## src/rtl/display_frame_sequencer.sv

```systemverilog
// Once per video frame: snapshot game state into shadow registers at vblank start,
// then step the sprite animation and prompt-blink counters from that snapshot.
module display_frame_sequencer #(
  parameter int V_ACTIVE    = 480,
  parameter int ANIM_DIV    = 4,
  parameter int PIKA_FRAMES = 5,
  parameter int BALL_FRAMES = 8,
  parameter int BLINK_DIV   = 30,
  parameter int ACK_TIMEOUT = 1024
) (
  input  logic        clk,
  input  logic        reset,
  input  logic [9:0]  pixel_y,
  input  logic        snap_ack,
  input  logic [11:0] player_x_in,
  input  logic [11:0] player_y_in,
  input  logic [11:0] computer_x_in,
  input  logic [11:0] computer_y_in,
  input  logic [11:0] ball_x_in,
  input  logic [11:0] ball_y_in,
  input  logic [2:0]  player_score_in,
  input  logic [2:0]  computer_score_in,
  input  logic [1:0]  game_state_in,
  output logic        snap_req,
  output logic [11:0] player_x,
  output logic [11:0] player_y,
  output logic [11:0] computer_x,
  output logic [11:0] computer_y,
  output logic [11:0] ball_x,
  output logic [11:0] ball_y,
  output logic [2:0]  player_score,
  output logic [2:0]  computer_score,
  output logic [1:0]  game_state,
  output logic [2:0]  pika_frame,
  output logic [2:0]  ball_frame,
  output logic        prompt_blink,
  output logic        stale
);

  localparam int TW = (ACK_TIMEOUT > 1) ? $clog2(ACK_TIMEOUT) : 1;
  localparam int AW = (ANIM_DIV > 1) ? $clog2(ANIM_DIV) : 1;
  localparam int BW = (BLINK_DIV > 1) ? $clog2(BLINK_DIV) : 1;

  localparam logic [TW-1:0] TO_LAST    = TW'(ACK_TIMEOUT - 1);
  localparam logic [AW-1:0] ANIM_LAST  = AW'(ANIM_DIV - 1);
  localparam logic [BW-1:0] BLINK_LAST = BW'(BLINK_DIV - 1);
  localparam logic [2:0]    PIKA_LAST  = 3'(PIKA_FRAMES - 1);
  localparam logic [2:0]    BALL_LAST  = 3'(BALL_FRAMES - 1);

  typedef enum logic [1:0] {ACTIVE, REQ, COMMIT, WAIT_VIS} state_t;

  state_t          state, next_state;
  logic            vb_prev;
  logic            vb_line;
  logic            vb_start;
  logic            line_zero;
  logic            give_up;
  logic [TW-1:0]   to_cnt;
  logic [AW-1:0]   anim_cnt;
  logic [BW-1:0]   blink_cnt;
  logic [1:0]      game_state_prev;
  logic            gs_changed;

  assign vb_line    = (pixel_y == 10'(V_ACTIVE));
  assign vb_start   = vb_line && !vb_prev;
  assign line_zero  = (pixel_y == 10'd0);
  assign give_up    = (to_cnt == TO_LAST) || line_zero;
  assign gs_changed = (game_state != game_state_prev);

  always_comb begin
    next_state = state;
    case (state)
      ACTIVE:   if (vb_start) next_state = REQ;
      REQ:      if (snap_ack || give_up) next_state = COMMIT;
      COMMIT:   next_state = WAIT_VIS;
      WAIT_VIS: if (line_zero) next_state = ACTIVE;
      default:  next_state = ACTIVE;
    endcase
  end

  always_ff @(posedge clk) begin
    if (reset) begin
      state           <= ACTIVE;
      snap_req        <= 1'b0;
      vb_prev         <= 1'b0;
      to_cnt          <= '0;
      anim_cnt        <= '0;
      blink_cnt       <= '0;
      game_state_prev <= 2'd0;
      player_x        <= '0;
      player_y        <= '0;
      computer_x      <= '0;
      computer_y      <= '0;
      ball_x          <= '0;
      ball_y          <= '0;
      player_score    <= '0;
      computer_score  <= '0;
      game_state      <= '0;
      pika_frame      <= '0;
      ball_frame      <= '0;
      prompt_blink    <= 1'b1;
      stale           <= 1'b0;
    end else begin
      state    <= next_state;
      snap_req <= (next_state == REQ);
      vb_prev  <= vb_line;

      // Saturating counter: a stuck request can never wrap back to an early abort point.
      if (state == ACTIVE && vb_start) begin
        to_cnt <= '0;
      end else if (state == REQ && to_cnt != '1) begin
        to_cnt <= to_cnt + 1'b1;
      end

      if (state == REQ) begin
        if (snap_ack) begin
          player_x       <= player_x_in;
          player_y       <= player_y_in;
          computer_x     <= computer_x_in;
          computer_y     <= computer_y_in;
          ball_x         <= ball_x_in;
          ball_y         <= ball_y_in;
          player_score   <= player_score_in;
          computer_score <= computer_score_in;
          game_state     <= game_state_in;
          stale          <= 1'b0;
        end else if (give_up) begin
          stale <= 1'b1;
        end
      end

      // Frame tick sees the shadow game_state already updated by this frame's latch.
      if (state == COMMIT) begin
        game_state_prev <= game_state;

        if (anim_cnt == ANIM_LAST) begin
          anim_cnt <= '0;
          if (game_state != 2'd3) begin
            pika_frame <= (pika_frame == PIKA_LAST) ? 3'd0 : pika_frame + 3'd1;
            ball_frame <= (ball_frame == BALL_LAST) ? 3'd0 : ball_frame + 3'd1;
          end
        end else begin
          anim_cnt <= anim_cnt + 1'b1;
        end

        if (gs_changed) begin
          prompt_blink <= 1'b1;
          blink_cnt    <= '0;
        end else if (blink_cnt == BLINK_LAST) begin
          blink_cnt    <= '0;
          prompt_blink <= ~prompt_blink;
        end else begin
          blink_cnt <= blink_cnt + 1'b1;
        end
      end
    end
  end

endmodule

```

## config.mk

```make
export PLATFORM = sky130hd
export DESIGN_NAME = display_frame_sequencer
export DESIGN_NICKNAME = d
export VERILOG_FILES = /design/src/rtl/display_frame_sequencer.sv
export SDC_FILE = /design/constraint.sdc
export NUM_CORES = 1
export LEC_CHECK = 0
export CORE_UTILIZATION = 42
export DETAILED_ROUTE_END_ITERATION = 10
export PLACE_DENSITY_LB_ADDON = 0.1
export REMOVE_ABC_BUFFERS = 1
export SLEW_MARGIN = 20
export SYNTH_ARGS = -nofsm -noshare
export SYNTH_HDL_FRONTEND = slang
export SYNTH_SLANG_ARGS = --single-unit
```

## constraint.sdc

```tcl
create_clock -name clk -period 1.7 [get_ports clk]
set_input_delay 0.255 -clock clk [delete_from_list [all_inputs] [get_ports clk]]
set_output_delay 0.255 -clock clk [all_outputs]
set_load 0.02 [all_outputs]
```

==> flow_summary.json, run 1 <==
{
  "cp.required_ns": 1.44,
  "hold-worst-slack_ns": 0.278,
  "crit_chain": "clkdlybuf4s50_1",
  "critPathBufInv": 1,
  "synth_cell_types": 43,
  "num_rows": 36,
  "design.die.area_sq_mm": 0.0105,
  "coreArea_sq_mm": 0.00977,
  "worst_pin_slew_ns": 0.386,
  "slew_headroom": 0.740,
  "placed_cell_area_sq_mm": 0.00621,
  "initial_core_util": 0.433,
  "initialDrtViolationCount": 87,
  "cts-root-buf": "clkbuf_8",
  "area_growth_pct": 51.4,
  "num_antenna_cells": 0,
  "cpPeakStageDelay_ns": 0.62,
  "synth_edf_count": 0,
  "antenna_left": 0,
  "viasPerCell": 4.88,
  "async_reset_ff_frac": 0,
  "vias": 4013,
  "post-route-period-util": 0.954,
  "reg2reg_from": "to_cnt[0]",
  "place.gp.congestion": 0.766,
  "grt_pass1_vias": 3820,
  "yosysSeqAreaShare": 0.526,
  "cp_max_fo": 4,
  "clk_pin_slew_ns": 0.10,
  "setup_viol": 0,
  "antenna_found_initial": 0,
  "wirelength_mm": 11.0,
  "fin_area_sq_mm": 0.00640,
  "grt_max_degree": 72,
  "drv_cap": 0,
  "worst_path_max_delay_cell": "clkdlybuf4s50_1",
  "final_cell_count_no_fill": 823,
  "htree_levels": 3,
  "drive_gt1_frac": 0.0551,
  "post-route-min-period_ns": 1.62,
  "cts_hold_buffers": 0,
  "hold_path_class": "input port to flop",
  "power_leakage_nw": 2.22,
  "die_height_um": 102,
  "status": "completed",
  "fin_nets": 787,
  "p_per_area_mw_per_mm2": 680,
  "reg2reg_slack_ns": 0.13,
  "cp_top_family": "buffers and inverters",
  "gr-total-overflow": 0,
  "synth_area_sq_mm": 0.00423,
  "ys_warn_count": 0,
  "clock_latency_ns": 0.36,
  "endpoint_kind": "output pin",
  "port_buffers": 181,
  "drc": 0,
  "netlist_instances": 512,
  "cts_setup_buffers": 0,
  "grt_pass1_wl_mm": 17.2,
  "hold_start": "reset",
  "cts_buffer_depth": 2,
  "wl_per_cell_um": 13.3,
  "io_pins": 182,
  "track_usage": 0.209,
  "startpoint": "ball_frame[0]",
  "criticalPathCategory": "flop to output pin",
  "drv_slew": 0,
  "ys_ff_latch": 111,
  "first_pass_iters": 4,
  "ir_drop_uv": 425,
  "worstPathArrival_ns": 1.37,
  "cts_num_sinks": 111,
  "start_kind": "flop",
  "synthFlopType": "dfxtp_1",
  "die_w_um": 102,
  "rsz0062_at_grt": "no",
  "cts_tree": "yes",
  "clock.fmax_ghz": 0.616,
  "post-place-cells": 808,
  "hpwl_mm": 7.95,
  "avgSynthCellArea_sq_um": 8.26,
  "hold_viol_final": 0,
  "cts_buffers": 9,
  "finalClockSkew_ns": 0.0129
}
-- metal layers --
metal	track usage	vias to the layer above	wire length, um
met5	0	-	0
met4	0.0923	0	281
met3	0.0568	19	787
met2	0.354	125	5270
met1	0.248	1826	4620
li1	-	2043	-
-- flip-flops by register name (all words and copies together) (netlist names) --
signal	cells
prompt_blink	1
anim_cnt	2
computer_x	12
game_state_prev	2
game_state	2
blink_cnt	5
player_score	3
to_cnt	10
pika_frame	3
ball_x	12
ball_frame	3
computer_y	12
ball_y	12
player_y	12
player_x	12
computer_score	3
state	2
snap_req	1
stale	1
vb_prev	1
-- synthesized netlist by cell type (5+ instances only) --
cell / n / area (sq um)
inv_1: 6 / 22.5
nor2_1: 20 / 75.1
nand2_1: 178 / 668
clkbuf_1: 11 / 41.3
buf_2: 18 / 90.1
a21oi_1: 91 / 455
xnor2_1: 5 / 43.8
ha_1: 8 / 100
nand4_1: 5 / 31.3
xor2_1: 8 / 70.1
dfxtp_1: 111 / 2220
-- final cells by class --
| type | count | area, sq um |
|---|---|---|
| Clock inverter | 5 | 42.5 |
| Sequential cell | 111 | 2220 |
| Fill cell | 864 | 3370 |
| Clock buffer | 10 | 138 |
| Timing Repair Buffer | 193 | 1950 |
| Multi-Input combinational cell | 365 | 1860 |
| Inverter | 6 | 22.5 |
| Tap cell | 133 | 166 |
-- repair_timing --
item | in CTS | in global routing
pin swaps | 0 | 1
gates resized for setup | 1 | 4
setup endpoints to repair | 1 | 4
-- kinds of logic after synthesis --
| group | count (synthesis) | share of synthesized area |
|---|---|---|
| multiplexers | 3 | 0.00710 |
| AO/OA/AOI/OAI | 110 | 0.145 |
| XOR/XNOR | 13 | 0.0269 |
| buffers and inverters | 36 | 0.0382 |
| adder cells (fa/ha/maj) | 8 | 0.0237 |
| flip-flops | 111 | 0.526 |
| AND/OR/NAND/NOR | 231 | 0.233 |
-- placed cells by master, fill, tap and decap left out, types with 3 or more instances in the layout --
| master | count |
|---|---|
| clkdlybuf4s50_1 | 177 |
| nand2b_1 | 3 |
| and3_1 | 3 |
| or3_1 | 3 |
| mux2i_1 | 3 |
| ha_1 | 8 |
| nand2_1 | 177 |
| o21ai_0 | 3 |
| nor2_1 | 20 |
| dfxtp_1 | 111 |
| buf_12 | 4 |
| xor2_1 | 8 |
| inv_1 | 6 |
| buf_4 | 8 |
| xnor2_1 | 5 |
| clkbuf_8 | 10 |
| a21oi_1 | 91 |
| nand4_1 | 5 |
-- per-stage QoR --
step	utilization	setup WS (ns)	setup TNS (ns)	total power [mW]
floorplan	-	-0.672	-54.39	2.68
global placement	0.635	-0.0488	-0.0570	2.95
detailed placement	0.635	-0.123	-0.470	2.95
CTS	0.653	0.000660	0	4.41
global route	0.655	0.00998	0	4.53
finish	0.655	0.0775	0	4.35
-- report_power, final --
part / internal, mW / total, mW / switching, mW / leakage (nW)
clock network: 0.582 / 1.46 / 0.879 / 0.0893
registers: 2.60 / 2.60 / 0.000699 / 0.894
logic: 0.203 / 0.289 / 0.0864 / 1.24
total: 3.38 / 4.35 / 0.966 / 2.22
-- worst paths after layout --
kind | to | cells past startpoint
worst max register to register | state[0] | 5
worst min register to register | computer_score[2] | 2
worst max-delay path | ball_frame[0] | 1
worst min-delay path | snap_req | 2
Power figures use the tool's default switching activity.
==> inputs of run 2 (changes only) <==
--- a/config.mk
+++ b/config.mk
@@ -5,6 +5,7 @@
 export SDC_FILE = /design/constraint.sdc
 export NUM_CORES = 1
 export LEC_CHECK = 0
+export CORE_MARGIN = 4
 export CORE_UTILIZATION = 42
 export DETAILED_ROUTE_END_ITERATION = 10
 export PLACE_DENSITY_LB_ADDON = 0.1
==> run 2 against run 1 <==
Via count shrank 0.72%. Sequential share of layout area rose by 0.082 points. Critical path depth unchanged. Critical endpoint is now pika_frame[2]. Largest power group unchanged.
==> flow_summary.json, run 2 (synthesis gave the netlist of run 1 again) <==
{
  "post-route-min-period_ns": 1.62,
  "wirelength_mm": 11.3,
  "most-common-layout-cells": "nand2_1, clkdlybuf4s50_1, dfxtp_1",
  "crit_chain": "clkdlybuf4s50_1",
  "ir_drop_uv": 383,
  "cts_hold_buffers": 0,
  "drc": 0,
  "grt_pass1_wl_mm": 17.4,
  "hpwl_mm": 8.18,
  "htree_levels": 3,
  "p_per_area_mw_per_mm2": 692,
  "worstPathArrival_ns": 1.37,
  "first_pass_iters": 4,
  "cp_top_family": "buffers and inverters",
  "dr.max_layer_used": "met4",
  "register_area_sq_mm": 0.00222,
  "io_pins": 182,
  "worst_path_max_delay_cell": "clkdlybuf4s50_1",
  "viasPerCell": 4.85,
  "clk_pin_slew_ns": 0.11,
  "cp.required_ns": 1.44,
  "clock_latency_ns": 0.35,
  "setup_viol": 0,
  "drive_gt1_frac": 0.0508,
  "drv_slew": 0,
  "criticalPathCategory": "flop to output pin",
  "wl_met2_mm": 5.55,
  "power_leakage_nw": 2.25,
  "hold_start": "reset",
  "hold-worst-slack_ns": 0.284,
  "cts_buffers": 9,
  "initialDrtViolationCount": 213,
  "final_common_cell": "nand2_1",
  "status": "completed",
  "grt_max_degree": 76,
  "cp_max_fo": 4,
  "rsz0062_at_grt": "no",
  "cts_tree": "yes",
  "design.die.area_sq_mm": 0.0117,
  "hold_viol_final": 0,
  "cts_num_sinks": 111,
  "die_height_um": 108,
  "met1_length_mm": 4.69,
  "tns_ns": 0,
  "endpoint_kind": "output pin",
  "initial_core_util": 0.433,
  "track_usage": 0.184,
  "post-route-period-util": 0.954,
  "die_w_um": 108,
  "reg2reg_from": "to_cnt[0]",
  "fin_nets": 785,
  "wl_met3_um": 915,
  "cts-root-buf": "clkbuf_8",
  "drv_cap": 0,
  "p_total_mw": 4.42,
  "start_kind": "flop",
  "gr-total-overflow": 0,
  "antenna_left": 0,
  "area_growth_pct": 51.0,
  "cts_buffer_depth": 2,
  "cpPeakStageDelay_ns": 0.62,
  "place.gp.congestion": 0.743,
  "grt_pass1_vias": 3793,
  "coreArea_sq_mm": 0.00977,
  "antenna_found_initial": 0,
  "finalClockSkew_ns": 0.0155,
  "vias": 3984,
  "clock.fmax_ghz": 0.617,
  "slew_headroom": 0.752,
  "worst_pin_slew_ns": 0.368,
  "startpoint": "pika_frame[2]",
  "port_buffers": 181,
  "multiInputGateArea_sq_mm": 0.00185,
  "critPathBufInv": 1,
  "final_core_util": 0.653,
  "wl_per_cell_um": 13.8,
  "num_antenna_cells": 0,
  "num_rows": 36,
  "nFillCells": 865,
  "hold_path_class": "input port to flop"
}
[run 2: repair_timing]
action	CTS	global route
setup endpoints to repair	2	3
pin swaps	0	0
gates resized for setup	2	3
gates cloned	0	0
setup buffers	0	0
hold endpoints to repair	0	0
[run 2: final cells by class]
type                            count  area share
Sequential cell                   111       0.348
Timing Repair Buffer              191       0.303
Multi-Input combinational cell    365       0.289
Tap cell                          133      0.0261
Clock buffer                       10      0.0216
Clock inverter                      6     0.00803
Inverter                            6     0.00353
[run 2: worst paths after layout]
check / endpoint / slack, ns / cells past startpoint
worst max register to register: stale / 0.14 / 5
worst min-delay path: vb_prev / 0.28 / 2
worst max-delay path: pika_frame[2] / 0.08 / 1
worst min register to register: player_x[5] / 0.46 / 2
[run 2: power breakdown]
part | internal, mW | switching, mW
Clock | 0.602 | 0.927
Sequential | 2.60 | 0.000714
Combinational | 0.203 | 0.0832
Total | 3.40 | 1.01
[run 2: stage by stage]
step                setup WS, ns  cell area, sq um  instances
floorplan                 -0.672              4090        482
global placement         -0.0482              6190        806
detailed placement       -0.0713              6190        806
CTS                       0.0221              6380        822
global route             0.00486              6380        822
finish                    0.0781              6380        822
[run 2: routing by layer]
| layer | global-route usage | vias to the layer above |
|---|---|---|
| li1 | - | 2034 |
| met1 | 0.217 | 1828 |
| met2 | 0.317 | 107 |
| met3 | 0.0579 | 15 |
| met4 | 0.0595 | 0 |
| met5 | 0 | - |
